File: config.mk
export PLATFORM = sky130hd
export DESIGN_NAME = cpu_pin_bridge
export DESIGN_NICKNAME = d
export VERILOG_FILES = /design/src/rtl/cpu_pin_bridge.sv
export SDC_FILE = /design/constraint.sdc
export NUM_CORES = 1
export LEC_CHECK = 0
export BUFFER_PORTS_ARGS = -buffer_cell sky130_fd_sc_hd__buf_2
export CAP_MARGIN = 15
export CORE_ASPECT_RATIO = 0.75
export CORE_UTILIZATION = 35
export DETAILED_ROUTE_END_ITERATION = 16
export SLEW_MARGIN = 10
export SYNTH_ARGS = -nofsm -noshare
export SYNTH_HDL_FRONTEND = slang
export SYNTH_SLANG_ARGS = --single-unit
File: constraint.sdc
create_clock -name clk -period 5.6 [get_ports clk]
set_input_delay 1.12 -clock clk [delete_from_list [all_inputs] [get_ports clk]]
set_output_delay 1.12 -clock clk [all_outputs]
set_load 0.02 [all_outputs]
File: src/rtl/cpu_pin_bridge.sv
// cpu_pin_bridge: serialises one parallel CPU bus request onto a narrow
// bidirectional pin bus, LSB slice first, then returns a single response.
//
// Ports:
//   clk, rst            clock (posedge) and asynchronous active-high reset
//   req_valid/req_ready CPU request handshake (ready only in IDLE)
//   req_write           1 = write, 0 = read
//   req_addr/req_wdata  request address and write data
//   resp_valid          one-cycle response pulse
//   resp_rdata/resp_err read data (0 for writes/timeouts) and timeout flag
//   pin_out/pin_oe      pin bus drive value and output enable
//   pin_in              pin bus sampled value
//   pin_strobe          high on every beat cycle (ADDR, CMD, WDATA, RDATA)
//   pin_phase           current state code
//   ext_ready           external device ready
module cpu_pin_bridge #(
  parameter int ADDR_W  = 32,
  parameter int DATA_W  = 32,
  parameter int PIN_W   = 8,
  parameter int TIMEOUT = 15
) (
  input  logic              clk,
  input  logic              rst,
  input  logic              req_valid,
  output logic              req_ready,
  input  logic              req_write,
  input  logic [ADDR_W-1:0] req_addr,
  input  logic [DATA_W-1:0] req_wdata,
  output logic              resp_valid,
  output logic [DATA_W-1:0] resp_rdata,
  output logic              resp_err,
  output logic [PIN_W-1:0]  pin_out,
  output logic [PIN_W-1:0]  pin_oe,
  input  logic [PIN_W-1:0]  pin_in,
  output logic              pin_strobe,
  output logic [2:0]        pin_phase,
  input  logic              ext_ready
);

  localparam int AB   = ADDR_W / PIN_W;
  localparam int DB   = DATA_W / PIN_W;
  localparam int MAXB = (AB > DB) ? AB : DB;
  localparam int BW   = (MAXB > 1) ? $clog2(MAXB) : 1;
  localparam int TW   = (TIMEOUT > 1) ? $clog2(TIMEOUT) : 1;
  localparam int unsigned PW = PIN_W;

  localparam logic [BW-1:0] A_LAST = BW'(AB - 1);
  localparam logic [BW-1:0] D_LAST = BW'(DB - 1);
  localparam logic [TW-1:0] T_LAST = TW'((TIMEOUT == 0) ? 0 : TIMEOUT - 1);

  typedef enum logic [2:0] {
    S_IDLE  = 3'd0,
    S_ADDR  = 3'd1,
    S_CMD   = 3'd2,
    S_WDATA = 3'd3,
    S_TURN  = 3'd4,
    S_WAIT  = 3'd5,
    S_RDATA = 3'd6,
    S_RESP  = 3'd7
  } state_t;

  state_t             state_q, state_d;
  logic [BW-1:0]      beat_q, beat_d;
  logic [TW-1:0]      tcnt_q, tcnt_d;
  logic [ADDR_W-1:0]  addr_q, addr_d;
  logic [DATA_W-1:0]  wdata_q, wdata_d;
  logic [DATA_W-1:0]  rdata_q, rdata_d;
  logic               write_q, write_d;
  logic               err_q, err_d;
  int unsigned        off_q, off_d;

  logic [PIN_W-1:0]   out_d, oe_d;
  logic               strobe_d, ready_d, rvalid_d, rerr_d;
  logic [DATA_W-1:0]  rrdata_d;

  assign off_q = 32'(beat_q) * PW;
  assign off_d = 32'(beat_d) * PW;

  always_comb begin
    state_d = state_q;
    beat_d  = beat_q;
    tcnt_d  = tcnt_q;
    addr_d  = addr_q;
    wdata_d = wdata_q;
    rdata_d = rdata_q;
    write_d = write_q;
    err_d   = err_q;
    case (state_q)
      S_IDLE: begin
        if (req_valid && req_ready) begin
          addr_d  = req_addr;
          wdata_d = req_wdata;
          write_d = req_write;
          rdata_d = '0;
          err_d   = 1'b0;
          beat_d  = '0;
          tcnt_d  = '0;
          state_d = S_ADDR;
        end
      end
      S_ADDR: begin
        if (beat_q == A_LAST) begin
          beat_d  = '0;
          state_d = S_CMD;
        end else begin
          beat_d = beat_q + 1'b1;
        end
      end
      S_CMD: begin
        beat_d  = '0;
        state_d = write_q ? S_WDATA : S_TURN;
      end
      S_WDATA: begin
        if (beat_q == D_LAST) begin
          beat_d  = '0;
          tcnt_d  = '0;
          state_d = S_WAIT;
        end else begin
          beat_d = beat_q + 1'b1;
        end
      end
      S_TURN: begin
        tcnt_d  = '0;
        state_d = S_WAIT;
      end
      S_WAIT: begin
        if (ext_ready) begin
          err_d   = 1'b0;
          beat_d  = '0;
          state_d = write_q ? S_RESP : S_RDATA;
        end else if (TIMEOUT != 0) begin
          // Counter holds completed idle WAIT cycles; the TIMEOUT-th one ends the wait.
          if (tcnt_q == T_LAST) begin
            err_d   = 1'b1;
            state_d = S_RESP;
          end else begin
            tcnt_d = tcnt_q + 1'b1;
          end
        end
      end
      S_RDATA: begin
        rdata_d[off_q +: PIN_W] = pin_in;
        if (beat_q == D_LAST) begin
          beat_d  = '0;
          state_d = S_RESP;
        end else begin
          beat_d = beat_q + 1'b1;
        end
      end
      S_RESP: begin
        state_d = S_IDLE;
      end
      default: state_d = S_IDLE;
    endcase
  end

  // Outputs are decoded from the next state so the registered copies line up
  // with the cycle the FSM actually spends in that state.
  always_comb begin
    out_d    = '0;
    oe_d     = '0;
    strobe_d = 1'b0;
    ready_d  = 1'b0;
    rvalid_d = 1'b0;
    rrdata_d = resp_rdata;
    rerr_d   = resp_err;
    case (state_d)
      S_IDLE:  ready_d = 1'b1;
      S_ADDR: begin
        out_d    = addr_d[off_d +: PIN_W];
        oe_d     = '1;
        strobe_d = 1'b1;
      end
      S_CMD: begin
        out_d    = PIN_W'(write_d);
        oe_d     = '1;
        strobe_d = 1'b1;
      end
      S_WDATA: begin
        out_d    = wdata_d[off_d +: PIN_W];
        oe_d     = '1;
        strobe_d = 1'b1;
      end
      S_RDATA: strobe_d = 1'b1;
      S_RESP: begin
        rvalid_d = 1'b1;
        rrdata_d = rdata_d;
        rerr_d   = err_d;
      end
      default: ;
    endcase
  end

  always_ff @(posedge clk or posedge rst) begin
    if (rst) begin
      state_q    <= S_IDLE;
      beat_q     <= '0;
      tcnt_q     <= '0;
      addr_q     <= '0;
      wdata_q    <= '0;
      rdata_q    <= '0;
      write_q    <= 1'b0;
      err_q      <= 1'b0;
      req_ready  <= 1'b0;
      resp_valid <= 1'b0;
      resp_rdata <= '0;
      resp_err   <= 1'b0;
      pin_out    <= '0;
      pin_oe     <= '0;
      pin_strobe <= 1'b0;
      pin_phase  <= 3'd0;
    end else begin
      state_q    <= state_d;
      beat_q     <= beat_d;
      tcnt_q     <= tcnt_d;
      addr_q     <= addr_d;
      wdata_q    <= wdata_d;
      rdata_q    <= rdata_d;
      write_q    <= write_d;
      err_q      <= err_d;
      req_ready  <= ready_d;
      resp_valid <= rvalid_d;
      resp_rdata <= rrdata_d;
      resp_err   <= rerr_d;
      pin_out    <= out_d;
      pin_oe     <= oe_d;
      pin_strobe <= strobe_d;
      pin_phase  <= state_d;
    end
  end

endmodule

==> out/metrics.yaml, run 1 <==
timing:
  maxSlewHeadroom_pct: 20.8
  finalSetupTns_ns: 0
  skew_ns: 0.0116
  fin_crit_sh_pct: 54.5
  setup_viol_count_final: 0
  fmax_ghz: 0.328
  slew_violations: 0
  hold_viol_final: 0
  tightest_slew_ns: 1.18
  fin_crit_ns: 3.05
  rsz0062_at_grt: "no"
finish:
  final_common_cell: "nand2_1"
  layout_common_cells: "213 x nand2_1, 152 x dfrtp_1, 131 x buf_2"
  area_growth_pct: 21.9
  fin_cells: 1004
  nFillCells: 1797
  nets: 830
  antenna_cells: 0
  drive_above_1_share_pct: 25.0
floorplanning:
  core_area_mm2: 0.0185
  die_h_um: 121
  die_area_mm2: 0.0195
  io_pins: 132
  initial_utilization_pct: 35.8
  rows: 43
  die_w_um: 161
power:
  power.density_mw_per_mm2: 514
  peakVddDrop_uv: 203
  p_leak_uw: 0.00433
detailed_routing:
  drt_iter0_markers: 361
  route.vias.total: 4960
  wl_per_cell_um: 16.3
  routed_wl_um: 16300
  drc: 0
  viasPerCell: 4.94
  drtPass1Iterations: 5
  drtAntennaViolNets: 0
worst_setup_path:
  critPathKind: "flip-flop to flip-flop"
  cp_cell_sequence: "clkinv_1 > nor2_1 > and3_1 > a21oi_1 > nor2_4 > mux2_2"
  max_stage_delay_ns: 0.86
  startpoint: "state_q[0]"
  critPathArrivalTime_ns: 3.35
  required_ns: 5.90
  rr_startpoint: "state_q[0]"
  crit_slowest_cell: "nor2_4"
  start_kind: "flip-flop"
  crit_path_max_fanout: 34
  end_kind: "flip-flop"
yosys:
  ys_seq_elements: 152
  ys_seq_area_share_pct: 57.4
  synthCells: 628
  yosysUniqueCellTypes: 48
  synth_edf_count: 0
  yosysWarnings: 0
  syn_area_mm2: 0.00663
  avgSynthCellArea_um2: 10.6
  synth.net_count: 713
  ys.flop_type: "dfrtp_1"
  ys_async_sr_fraction_pct: 100
cts:
  clk_pin_slew_ns: 0.06
  h-tree-depth: 4
  clock_tree.buffer_depth: 2
  post-cts-setup-buffers: 0
  cts_sinks: 152
  clock-root-buffer: "clkbuf_16"
  cts_hold_buf: 0
  post_cts_resized: 0
  insertion_delay_ns: 0.42
  cts_made_buffers: 17
  cts_tree: "yes"
hold_path:
  hold_path_startpoint: "addr_q[31]"
  hold_path.class: "flip-flop to flip-flop"
global_route:
  grt_pass1_vias: 4806
  antenna_found_initial: 0
  grt_util_all_layers_pct: 17.5
  grt_pass1_wl_um: 26200
  grt_overflow: 0
  grt_max_degree: 74
flow_run:
  cap_violations: 0
placed_design:
  dp_cells: 973
  routabilityCongestion: 0.783
  io_buffers: 131
  dp_hpwl_um: 11000
status:
  run_status: "finished clean"
## state kept, by name, indices dropped and copies added, names as in the netlist, 2 cells and up
name        cells
tcnt_q          4
resp_rdata     32
addr_q         32
wdata_q        32
beat_q          2
rdata_q        32
pin_out         8
state_q         3
## critical path, delay by kind of cell, from the launching register on
family,cells,cell delay (ns)
buffers and inverters,1,0.36
AND/OR/NAND/NOR,3,1.30
AO/OA/AOI/OAI,1,0.10
multiplexers,1,0.43
flip-flops,1,0.74
## kinds of logic (layout without fill, tap and decap cells)
logic type / count (synthesis) / after routing / synth area share, %
buffers and inverters: 50 / 179 / 3.94
multiplexers: 41 / 41 / 8.14
AO/OA/AOI/OAI: 112 / 112 / 12.6
AND/OR/NAND/NOR: 263 / 263 / 16.2
adder cells (fa/ha/maj): 8 / 8 / 1.51
flip-flops: 152 / 152 / 57.4
XOR/XNOR: 2 / 2 / 0.264
## report_power, final
part	switching (uW)	internal (uW)	leakage [uW]	total (uW)
clock network	450	769	0.000302	1220
registers	169	1380	0.00202	1550
logic	853	529	0.00201	1380
## path summary, 6_finish.rpt
| kind | to | slack, ns | cells past startpoint |
|---|---|---|---|
| max in group asynchronous | wdata_q[29] | 3.73 | 3 |
| min in group asynchronous | resp_valid | 0.79 | 2 |
| max | resp_rdata[31] | 2.55 | 6 |
| max reg2reg | resp_rdata[31] | 2.55 | 6 |
| min | addr_q[31] | 0.47 | 2 |
| min reg2reg | addr_q[31] | 0.47 | 2 |
## synthesized netlist by cell type (all sizes together), types with 2 or more instances
library cell / n / area [um2]
nor2: 15 / 58.8
ha: 8 / 100
o22ai: 3 / 18.8
or2: 3 / 18.8
nand2: 213 / 800
o31ai: 3 / 22.5
nand3: 11 / 55.1
a31oi: 9 / 56.3
buf: 22 / 156
a211oi: 2 / 20.0
clkbuf: 19 / 71.3
a21oi: 26 / 130
xor2: 2 / 17.5
a22o: 32 / 280
a211o: 8 / 70.1
o21ai: 7 / 35.0
o211a: 7 / 70.1
and2: 2 / 12.5
nand3b: 5 / 37.5
mux4: 7 / 158
or3: 3 / 18.8
nor4: 2 / 12.5
and3: 2 / 12.5
a311oi: 8 / 70.1
dfrtp: 152 / 3800
nand2b: 4 / 25.0
mux2: 33 / 372
inv: 8 / 30.0
## metal layers
layer | GRT usage (%) | routed length, um | vias to the layer above
met2 | 24.7 | 7120 | 130
met5 | 0 | 0 | -
li1 | - | - | 2392
met1 | 26.5 | 8300 | 2433
met3 | 4.20 | 808 | 5
met4 | 4.25 | 109 | 0
## layout make-up
| type | instances | area, um2 | area share [%] |
|---|---|---|---|
| Clock buffer | 20 | 457 | 5.65 |
| Clock inverter | 11 | 171 | 2.12 |
| Inverter | 9 | 38.8 | 0.480 |
| Multi-Input combinational cell | 426 | 2580 | 32.0 |
| Sequential cell | 152 | 3800 | 47.1 |
| Tap cell | 247 | 309 | 3.83 |
| Timing Repair Buffer | 139 | 716 | 8.86 |
## through the flow
step | worst slack (ns) | utilization, % | power (uW) | hold WS [ns] | area (um2)
floorplan | 0.387 | - | 2570 | 0.432 | 6630
global placement | 2.27 | 40.3 | 2930 | 0.449 | 7450
detailed placement | 2.21 | 40.3 | 2940 | 0.455 | 7450
CTS | 2.53 | 43.6 | 4180 | 0.472 | 8080
global route | 2.27 | 43.6 | 4400 | 0.489 | 8080
finish | 2.55 | 43.6 | 4150 | 0.469 | 8080
Note: power is estimated with default switching activity, not from simulation.
==> run 2, diff against run 1 <==
Clock period 5.6 ns to 2.58 ns, I/O delays scaled along.
==> out/metrics.yaml, run 2 (synthesis results as in run 1) <==
floorplanning:
  die_w_um: 161  # unchanged
  core_area_mm2: 0.0185  # unchanged
  io_pins: 132  # unchanged
  initial_utilization_pct: 35.8  # unchanged
  rows: 43  # unchanged
  die_area_mm2: 0.0195  # unchanged
  die_h_um: 121  # unchanged
placed_design:
  routabilityCongestion: 0.833  # +6.4%
  place_ws_ns: 0.0878  # -2.12 ns
  dp_hpwl_um: 11000  # about the same
  place_area_mm2: 0.00762  # +2.3%
  io_buffers: 131  # unchanged
worst_setup_path:
  reg2reg_to: "pin_out[3]"
  required_ns: 2.89  # -3.01 ns
  reg2regPathDepth: 6  # unchanged
  start_kind: "flip-flop"
  r2r_slack_ns: 0.17  # -2.38 ns
  critPathKind: "flip-flop to flip-flop"
  end_kind: "flip-flop"
  crit_path_max_fanout: 35  # +2.9%
  critPathArrivalTime_ns: 2.72  # -0.63 ns
  rr_startpoint: "beat_q[1]"
timing:
  maxSlewHeadroom_pct: 51.7  # +31 points
  hold_viol_final: 0  # unchanged
  fmax_ghz: 0.415  # +27%
  fin_crit_sh_pct: 93.5  # +39 points
  fin_ws_ns: 0.168  # -2.38 ns
  slew_violations: 0  # unchanged
  rsz0062_at_grt: "no"
  skew_ns: 0.0103  # -0.00132 ns
  finalSetupTns_ns: 0  # unchanged
  setup_viol_count_final: 0  # unchanged
  tightest_slew_ns: 0.724  # -0.456 ns
  fin_crit_ns: 2.41  # -0.639 ns
cts:
  cts_made_buffers: 17  # unchanged
  cts_tree: "yes"
  insertion_delay_ns: 0.42  # about the same
  h-tree-depth: 4  # unchanged
  cts_sinks: 152  # unchanged
  cts_hold_buf: 0  # unchanged
  clock_tree.buffer_depth: 2  # unchanged
  clk_pin_slew_ns: 0.06  # about the same
  clock-root-buffer: "clkbuf_16"
global_route:
  antenna_found_initial: 1  # +1
  grt_pass1_vias: 4911  # +2.2%
  grt_util_all_layers_pct: 17.5  # +0.074 points
  grt_pass1_wl_um: 26200  # +0.11%
  grt_overflow: 0  # unchanged
  grt_max_degree: 87  # +18%
detailed_routing:
  drc: 0  # unchanged
  drtAntennaViolNets: 0  # unchanged
  wl_per_cell_um: 16.0  # -1.3%
  route.vias.total: 5026  # +1.3%
  viasPerCell: 4.91  # -0.65%
  routed_wl_um: 16400  # +0.63%
  drt_iter0_markers: 347  # -3.9%
  drtPass1Iterations: 4  # -1
power:
  seqPwrFrac_pct: 34.8  # -2.5 points
  p_comb_share_pct: 35.7  # +2.4 points
  power_switching_uw: 3300  # +120%
  power.density_mw_per_mm2: 1130  # +120%
  p_int_uw: 6090  # +130%
  clock_power_share_pct: 29.4  # about the same
  p_leak_uw: 0.00444  # +2.5%
  peakVddDrop_uv: 495  # +140%
  switching_share_pct: 35.2  # -0.30 points
finish:
  layout_common_cells: "213 x nand2_1, 152 x dfrtp_1, 131 x buf_2"
  multiInputGateArea_mm2: 0.00260  # +0.73%
  regArea_mm2: 0.00380  # unchanged
  final_cell_area_mm2: 0.00832  # +3.0%
  drive_above_1_share_pct: 26.9  # +2.0 points
  area_growth_pct: 25.5
  nFillCells: 1802  # +0.28%
  final_common_cell: "nand2_1"
  final_util_pct: 44.9  # +1.3 points
  nets: 848  # +2.2%
flow_run:
  cap_violations: 0  # unchanged
hold_path:
  hold_path.class: "primary input to async pin"
status:
  run_status: "finished clean"
-- run 2: cell count changes in the layout (fill, tap and decap cells not counted), sizes merged --
cell / delta
buf: +17
clkinv: -4
clkinvlp: +3
inv: +2
bufinv: +1
clkbuf: -1
diode: +1
nor2: +1
-- run 2: how the worst max path moves through the flow --
stage	startpoint	end	slack [ns]	depth (start not counted)
after detailed placement	beat_q[1]	resp_rdata[30]	0.09	5
after floorplan	rst	addr_q[0]	0.15	1
after global placement	req_valid	pin_out[7]	0.10	8
after global routing	state_q[0]	pin_out[0]	0.01	6
final	beat_q[1]	pin_out[3]	0.17	6
after CTS	beat_q[1]	resp_rdata[30]	0.07	5
-- run 2: worst max-delay path, cell delays in order (launching register included) --
cell and delay (ns):
dfrtp_1 0.42, ha_1 0.35, nand2b_1 0.19, a211o_1 0.13, buf_4 0.37, mux4_2 0.61, o211a_1 0.23
-- run 2: area by class of cell --
class / instances / share of cell area (%)
repair buffers: 156 / 10.9
diodes: 1 / 0.0301
clock buffers: 19 / 5.32
flip-flops and latches: 152 / 45.7
inverters: 9 / 0.451
well taps: 247 / 3.72
multi-input cells: 427 / 31.3
clock inverters: 13 / 2.59
-- run 2: timing repair --
action	CTS	global route
gates resized for setup	0	3
setup endpoints to repair	0	35
buffers inserted	0	2
endpoints found under the hold margin	0	0
-- run 2: through the flow --
step / total power, uW / hold WS (ns) / cells
after floorplan: 5570 / 0.432 / 628
after detailed placement: 6600 / 0.453 / 988
after global routing: 9980 / 0.233 / 1024
final: 9390 / 0.220 / 1024
after global placement: 6560 / 0.451 / 988
after CTS: 9420 / 0.228 / 1020
-- run 2: routing by layer --
layer  wire length, um  GRT usage, %
met3               811          4.20
met1              8230          25.9
met5                 0             0
met2              7260          25.2
met4               124          5.31
-- run 2: power by group through the flow --
stage / clock, uW / combinational [uW] / sequential (uW)
after floorplan: 0 / 2190 / 3380
after global placement: 0 / 3260 / 3300
after detailed placement: 0 / 3280 / 3320
after CTS: 2820 / 3320 / 3280
after global routing: 2920 / 3720 / 3340
final: 2760 / 3360 / 3270
==> run 3, diff against run 2 <==
Settings changed: CORE_UTILIZATION 35 to 50, PLACE_DENSITY set to 0.76, RECOVER_POWER set to 25.
==> out/metrics.yaml, run 3 (synthesis results as in run 1) <==
status:
  run_status: "finished clean"
global_route:
  grt_pass1_vias: 5075  # +3.3%
  antenna_found_initial: 0  # -1
  grt_overflow: 0  # unchanged
  grt_max_degree: 83  # -4.6%
  grt_pass1_wl_um: 26200  # -0.21%
  grt_util_all_layers_pct: 25.5  # +7.9 points
timing:
  maxSlewHeadroom_pct: 12.3  # -39 points
  fmax_ghz: 0.415  # about the same
  timing.hold.ws_ns: 0.124  # -0.0959 ns
  rsz0062_at_grt: "no"
  finalSetupTns_ns: 0  # unchanged
  hold_viol_final: 0  # unchanged
  setup_viol_count_final: 0  # unchanged
  tightest_slew_ns: 1.32  # +0.591 ns
  slew_violations: 0  # unchanged
  skew_ns: 0.00667  # -0.00359 ns
  fin_crit_sh_pct: 93.5  # about the same
  fin_crit_ns: 2.41  # -0.000216 ns
cts:
  clk_pin_slew_ns: 0.06  # about the same
  cts_hold_buf: 0  # unchanged
  cts_tree: "yes"
  clock-root-buffer: "clkbuf_16"
  h-tree-depth: 4  # unchanged
  cts_made_buffers: 17  # unchanged
  clock_tree.buffer_depth: 2  # unchanged
  cts_sinks: 152  # unchanged
  insertion_delay_ns: 0.43  # about the same
worst_setup_path:
  required_ns: 2.88  # about the same
  reg2regPathDepth: 8  # +2
  crit_path_max_fanout: 34  # -2.9%
  end_kind: "flip-flop"
  critPathKind: "flip-flop to flip-flop"
  reg2reg_to: "resp_rdata[3]"
  start_kind: "flip-flop"
  rr_startpoint: "tcnt_q[0]"
  critPathArrivalTime_ns: 2.71  # about the same
  r2r_slack_ns: 0.17  # about the same
finish:
  nets: 844  # -0.47%
  antenna_cells: 0  # -1
  layout_common_cells: "213 x nand2_1, 152 x dfrtp_1, 131 x buf_2"
  final_common_cell: "nand2_1"
  area_growth_pct: 21.7
  drive_above_1_share_pct: 26.2  # -0.73 points
hold_path:
  hold_path.class: "primary input to async pin"
placed_design:
  io_buffers: 131  # unchanged
  dp_hpwl_um: 11100  # +0.95%
  routabilityCongestion: 0.816  # -2.0%
detailed_routing:
  routed_wl_um: 16200  # -1.5%
  drtPass1Iterations: 4  # unchanged
  wl_per_cell_um: 17.2  # +7.1%
  drt_iter0_markers: 415  # +20%
  viasPerCell: 5.44  # +11%
  route.vias.total: 5124  # +1.9%
  drc: 0  # unchanged
  drtAntennaViolNets: 0  # unchanged
floorplanning:
  die_area_mm2: 0.0137  # -30%
  core_area_mm2: 0.0130  # -30%
  die_h_um: 102  # -16%
  initial_utilization_pct: 51.1  # +15 points
  io_pins: 132  # unchanged
  die_w_um: 135  # -16%
  rows: 36  # -16%
power:
  p_leak_uw: 0.00439  # -1.2%
  peakVddDrop_uv: 625  # +26%
  power.density_mw_per_mm2: 1120  # -0.51%
flow_run:
  cap_violations: 0  # unchanged
==> run 3: cell count changes in the layout (fill, tap and decap cells not counted), moves of 3 or more <==
cell | previous run | this run
bufinv_16 | 5 | 2
clkinvlp_4 | 5 | 2
clkinv_2 | 0 | 4
buf_4 | 20 | 16
clkbuf_8 | 1 | 4
inv_6 | 4 | 0
==> run 3: worst max-delay path, stage by stage, from the launching register on <==
cell and delay [ns]:
dfrtp_1 0.40, inv_1 0.06, ha_1 0.21, a31oi_1 0.30, o21ai_0 0.16, a222oi_1 0.41
nor2_2 0.08, buf_4 0.29, mux2_1 0.38
==> run 3: stage by stage <==
| stage | setup slack, ns | total power, uW | area, um2 | utilization [%] | cells |
|---|---|---|---|---|---|
| floorplan | 0.147 | 5570 | 6630 | - | 628 |
| CTS | 0.218 | 9070 | 8100 | 62.4 | 942 |
| global route | 0.102 | 9570 | 8070 | 62.2 | 942 |
| global placement | 0.281 | 6460 | 7520 | 57.9 | 911 |
| detailed placement | 0.157 | 6600 | 7520 | 57.9 | 911 |
| finish | 0.168 | 9060 | 8070 | 62.2 | 942 |
==> run 3: how the worst max path moves through the flow <==
stage / startpoint / end / slack [ns]
CTS: beat_q[0] / resp_rdata[1] / 0.22
global route: tcnt_q[0] / resp_rdata[3] / 0.10
detailed placement: req_valid / pin_out[5] / 0.16
floorplan: rst / addr_q[0] / 0.15
finish: tcnt_q[0] / resp_rdata[3] / 0.17
global placement: req_valid / pin_out[1] / 0.28
==> run 3: final cells by class <==
cell class	count	area (um2)
multi-input combinational	426	2580
tap	171	214
sequential	152	3800
timing repair buffer	153	850
clock inverter	8	95.1
inverter	9	35.0
clock buffer	23	488
fill	1073	4900
==> run 3: power by group <==
| part | total [uW] | leakage, uW | switching [uW] | internal, uW |
|---|---|---|---|---|
| clock | 2440 | 0.000285 | 929 | 1510 |
| sequential | 3270 | 0.00202 | 266 | 3000 |
| combinational | 3350 | 0.00209 | 2060 | 1290 |
| total | 9060 | 0.00439 | 3260 | 5800 |
==> run 3: routing by layer <==
| metal | part of all wire [%] | wire [um] | GRT usage, % |
|---|---|---|---|
| met5 | 0 | 0 | 0 |
| met4 | 1.6 | 256 | 8.73 |
| met3 | 5.5 | 893 | 6.36 |
| met2 | 45 | 7240 | 37.5 |
| met1 | 48 | 7800 | 36.8 |
==> run 3: timing repair <==
item | 4_1_cts | 5_1_grt
resized for setup | 0 | 1
buffers inserted | 0 | 0
endpoints found under the setup margin | 0 | 2
